===== src/rtl/dab_bridge_gate_driver.sv =====
// dab_bridge_gate_driver: H-bridge gate driver with per-leg dead time and illegal-command shutdown.
// Define DAB_FAULT_LATCH_EN to make fault sticky (legs held OFF until rst).
module dab_bridge_gate_driver #(
  parameter int DT_CYCLES = 10,
  parameter int CNT_W     = 8
) (
  input  logic       clk,
  input  logic       rst,
  input  logic       en,
  input  logic [1:0] v_cmd,
  output logic       g_a_hi,
  output logic       g_a_lo,
  output logic       g_b_hi,
  output logic       g_b_lo,
  output logic       busy,
  output logic       fault
);
  typedef enum logic [1:0] {OFF, DEAD, HI_ON, LO_ON} state_t;
  localparam logic [CNT_W-1:0] LOAD = CNT_W'(DT_CYCLES - 1);
  state_t           st [2];
  state_t           nx [2];
  logic [CNT_W-1:0] cnt [2];
  logic [CNT_W-1:0] cnt_nx [2];
  logic [1:0]       tgt;
  logic             ill, off, fault_nx;
  assign ill = v_cmd == 2'b10;
  // Leg A targets high-side on +Vdc, leg B on -Vdc; otherwise low-side.
  assign tgt = {v_cmd == 2'b11, v_cmd == 2'b01};
`ifdef DAB_FAULT_LATCH_EN
  assign off      = !en || ill || fault;
  assign fault_nx = fault || ill;
`else
  assign off      = !en || ill;
  assign fault_nx = ill;
`endif
  always_comb begin
    for (int i = 0; i < 2; i++) begin
      nx[i]     = st[i];
      cnt_nx[i] = cnt[i];
      if (off) begin
        nx[i]     = OFF;
        cnt_nx[i] = '0;
      end else if (st[i] == OFF || (st[i] == HI_ON && !tgt[i]) || (st[i] == LO_ON && tgt[i])) begin
        nx[i]     = DEAD;
        cnt_nx[i] = LOAD;
      end else if (st[i] == DEAD) begin
        if (cnt[i] == '0) nx[i] = tgt[i] ? HI_ON : LO_ON;
        else cnt_nx[i] = cnt[i] - 1'b1;
      end
    end
  end
  always_ff @(posedge clk) begin
    if (rst) begin
      st[0]  <= OFF;
      st[1]  <= OFF;
      cnt[0] <= '0;
      cnt[1] <= '0;
      g_a_hi <= 1'b0;
      g_a_lo <= 1'b0;
      g_b_hi <= 1'b0;
      g_b_lo <= 1'b0;
      busy   <= 1'b0;
      fault  <= 1'b0;
    end else begin
      st[0]  <= nx[0];
      st[1]  <= nx[1];
      cnt[0] <= cnt_nx[0];
      cnt[1] <= cnt_nx[1];
      g_a_hi <= nx[0] == HI_ON;
      g_a_lo <= nx[0] == LO_ON;
      g_b_hi <= nx[1] == HI_ON;
      g_b_lo <= nx[1] == LO_ON;
      busy   <= nx[0] == DEAD || nx[1] == DEAD;
      fault  <= fault_nx;
    end
  end
endmodule


===== config.mk =====
export PLATFORM = sky130hd
export DESIGN_NAME = dab_bridge_gate_driver
export DESIGN_NICKNAME = d
export VERILOG_FILES = /design/src/rtl/dab_bridge_gate_driver.sv
export SDC_FILE = /design/constraint.sdc
export NUM_CORES = 1
export LEC_CHECK = 0
export CORE_MARGIN = 1.5
export CORE_UTILIZATION = 40
export CTS_BUF_LIST = sky130_fd_sc_hd__clkbuf_16
export CTS_CLUSTER_SIZE = 40
export DETAILED_ROUTE_END_ITERATION = 7
export SLEW_MARGIN = 30
export SYNTH_ARGS = -nofsm -noshare
export SYNTH_HDL_FRONTEND = slang
export SYNTH_SLANG_ARGS = --single-unit

===== constraint.sdc =====
create_clock -name clk -period 1.7 [get_ports clk]
set_input_delay 0.34 -clock clk [delete_from_list [all_inputs] [get_ports clk]]
set_output_delay 0.34 -clock clk [all_outputs]
set_load 0.01 [all_outputs]

==> impl_metrics.env <==
export IMPL_path_cells="inv_1, ha_1, or4b_4, nand4b_1, buf_4, xor2_1, nor2_1"
export IMPL_final_antenna_net_count=0
export IMPL_end_kind="register"
export IMPL_die_x_um=61.3
export IMPL_synth_seq_cells=26
export IMPL_dp_cells=226
export IMPL_syn_instance_count=157
export IMPL_fin_crit_sh_pct=97.0
export IMPL_crit_slowest_cell="or4b_4"
export IMPL_cts_tree="built"
export IMPL_route_detailed_drc=0
export IMPL_grt_pass1_wl_mm=4.87
export IMPL_min_path_type="reg2reg"
export IMPL_critPathMaxStageDelay_ns=0.47
export IMPL_min_from="cnt[0][8]"
export IMPL_antenna_diode_count=0
export IMPL_crit_arrival_ns=1.80
export IMPL_ctsLongestPathBuffers=2
export IMPL_setup_slack_ns=0.0507
export IMPL_synthTopCellsByCount="dfxtp_1, nor2_1, a21oi_1, nand2_1, nand2b_1"
export IMPL_dr_pass1_iters=4
export IMPL_rsz0062_at_grt="true"
export IMPL_ios=11
export IMPL_async_reset_ff_share_pct=0
export IMPL_worstMarginPinSlew_ns=0.372
export IMPL_wl_per_cell_um=12.5
export IMPL_fillCellCount=298
export IMPL_clk_pin_slew_worst_paths_ns=0.07
export IMPL_synth_top_area_cell="dfxtp_1"
export IMPL_synth_top_flop_cell="dfxtp_1"
export IMPL_worstRegToRegCells=7
export IMPL_final_max_slew_viol_count=0
export IMPL_grt_overflow_total=0
export IMPL_synthDistinctLibCells=39
export IMPL_synth_area_leaders="dfxtp_1, a21oi_1, nor2_1"
export IMPL_initial_core_util_pct=43.2
export IMPL_wl_mm=2.89
export IMPL_drive_above_1_share_pct=19.8
export IMPL_cp_max_fo=3
export IMPL_gp_congestion=0.872
export IMPL_syn_avg_cell_area_um2=8.67
export IMPL_dp_slack_ns=-0.0960
export IMPL_status="complete, no violations"
export IMPL_holdPathEnd="cnt[0][8]"
export IMPL_numPortBuffers=10
export IMPL_p_per_area_nw_per_um2=845
export IMPL_ys_seq_area_share_pct=38.2
export IMPL_crit_family="simple AND/OR/NAND/NOR gates"
export IMPL_hold_viol=0
export IMPL_path_class="reg2reg"
export IMPL_maxCapViolations=0
export IMPL_slew_headroom_pct=74.9
export IMPL_die_area_um2=3760
export IMPL_nets=196
export IMPL_htree_levels=1
export IMPL_antenna_found_initial=0
export IMPL_drtIter0Drc=63
export IMPL_cp_start_kind="register"
export IMPL_p_leak_nw=0.656
export IMPL_synth_top_area_share_pct=38.2
export IMPL_hold_depth=2
export IMPL_num_rows=20
export IMPL_crit_required_ns=1.85
export IMPL_synth_most_common_cell="dfxtp_1"
export IMPL_grt_pass1_vias=1103
export IMPL_cts_made_buffers=3
export IMPL_min_period_ns=1.65
export IMPL_dieHeight_um=61.3
export IMPL_vdd_ir_drop_max_mv=0.332
export IMPL_max_clock_freq_mhz=606
export IMPL_cts_root_buf="clkbuf_16"
export IMPL_insertion_delay_ns=0.26
export IMPL_synthesis_area_um2=1360
export IMPL_syn_nets=165
export IMPL_grt_max_degree=16
export IMPL_track_usage_pct=16.9
export IMPL_vias=1169
export IMPL_synthesis_yosys_warnings=0
export IMPL_final_cells=231
export IMPL_cts_sinks=26
export IMPL_syn2layout_area_growth_pct=30.1
export IMPL_vias_per_cell=5.06
export IMPL_setup_violations=0
export IMPL_reg2reg_from="cnt[0][0]"
export IMPL_rrSetupSlack_ns=0.05
export IMPL_utilization_pct=56.2
export IMPL_r2r_end="cnt[0][5]"
export IMPL_dp_hpwl_mm=2.10
export IMPL_clock_skew_ns=0.00286
export IMPL_core_um2=3150
export IMPL_synth_edf_count=0
export IMPL_cp_num_buf_inv=2
[cells by family (layout without fill, tap and decap cells)]
group	count (synthesis)	after routing	synth area share [%]
AO/OA/AOI/OAI	37	37	16.9
multiplexers	4	4	2.94
adder cells (fa/ha/maj)	3	3	2.76
AND/OR/NAND/NOR	69	69	30.4
XOR/XNOR	8	8	5.15
buffers and inverters	10	40	3.58
flip-flops	26	26	38.2
[flip-flops by register name (all words and copies together), names as in the netlist]
register and count:
busy 1, g_b_lo 1, g_b_hi 1, g_a_hi 1
st 4, fault 1, g_a_lo 1, cnt 16
[routing by layer]
metal	up-vias	global-route usage [%]	wire length, um
met5	-	0	0
met4	0	3.65	15
met3	2	2.10	76
met2	19	26.9	1320
met1	526	24.7	1470
li1	622	-	-
[cell usage in the layout, fill, tap and decap left out, types with 3 or more instances in the layout]
cell type,count
a211oi_1,3
a21oi_1,17
a31oi_1,3
buf_4,21
clkbuf_16,3
clkdlybuf4s50_1,10
dfxtp_1,25
inv_1,5
mux2i_1,4
nand2_1,10
nand2b_1,8
nand3_1,4
nand3b_1,4
nor2_1,19
nor2b_1,5
nor3_1,3
o21ai_0,4
xnor2_1,5
xor2_1,3
[report_power, final]
part	internal [mW]	leakage [nW]	switching [mW]
Clock	0.468	0.0511	0.211
Combinational	0.0948	0.394	0.0912
Sequential	0.622	0.211	0.0108
Total	1.18	0.656	0.313
[metrics by stage]
stage | area, um^2 | setup TNS (ns) | power [mW] | hold slack [ns]
after global placement | 1640 | -0.316 | 0.822 | 0.469
after global routing | 1770 | -0.0548 | 1.56 | 0.509
after CTS | 1750 | 0 | 1.52 | 0.487
after floorplan | 1360 | 0 | 0.752 | 0.412
after detailed placement | 1640 | -0.684 | 0.823 | 0.478
final | 1770 | 0 | 1.50 | 0.483
[worst register-to-register path, delay by kind of cell, from the launching register on]
family                     cells  cell delay [ns]
xor gates and xnor gates       1             0.14
adders and majority gates      1             0.17
buffers and inverters          2             0.22
DFF                            1             0.34
and+or+nand+nor                3             0.68
[final cells by class]
class / instances / area [um^2] / share of cell area [%]
multi-input combinational: 121 / 813 / 45.9
sequential: 26 / 522 / 29.4
tap: 44 / 55.1 / 3.11
clock buffer: 3 / 75.1 / 4.24
inverter: 5 / 18.8 / 1.06
timing repair buffer: 31 / 258 / 14.5
clock inverter: 1 / 30.0 / 1.69
[what timing repair did]
action / in CTS / in global routing
buffers inserted: 0 / 1
pin swaps: 0 / 2
hold buffers: 0 / 0
endpoints found under the setup margin: 1 / 9
gates resized for setup: 1 / 4
hold endpoints to repair: 0 / 0
[worst max path at each step]
stage,start,end,slack (ns),cells after the start
CTS,cnt[0][0],cnt[0][7],0.007,6
global route,cnt[0][0],cnt[0][5],-0.04,7
global placement,v_cmd[1],cnt[0][3],-0.05,5
floorplan,cnt[0][8],g_b_hi,0.16,6
detailed placement,v_cmd[1],cnt[0][9],-0.1,6
finish,cnt[0][0],cnt[0][5],0.05,7
Power figures use the tool's default switching activity.
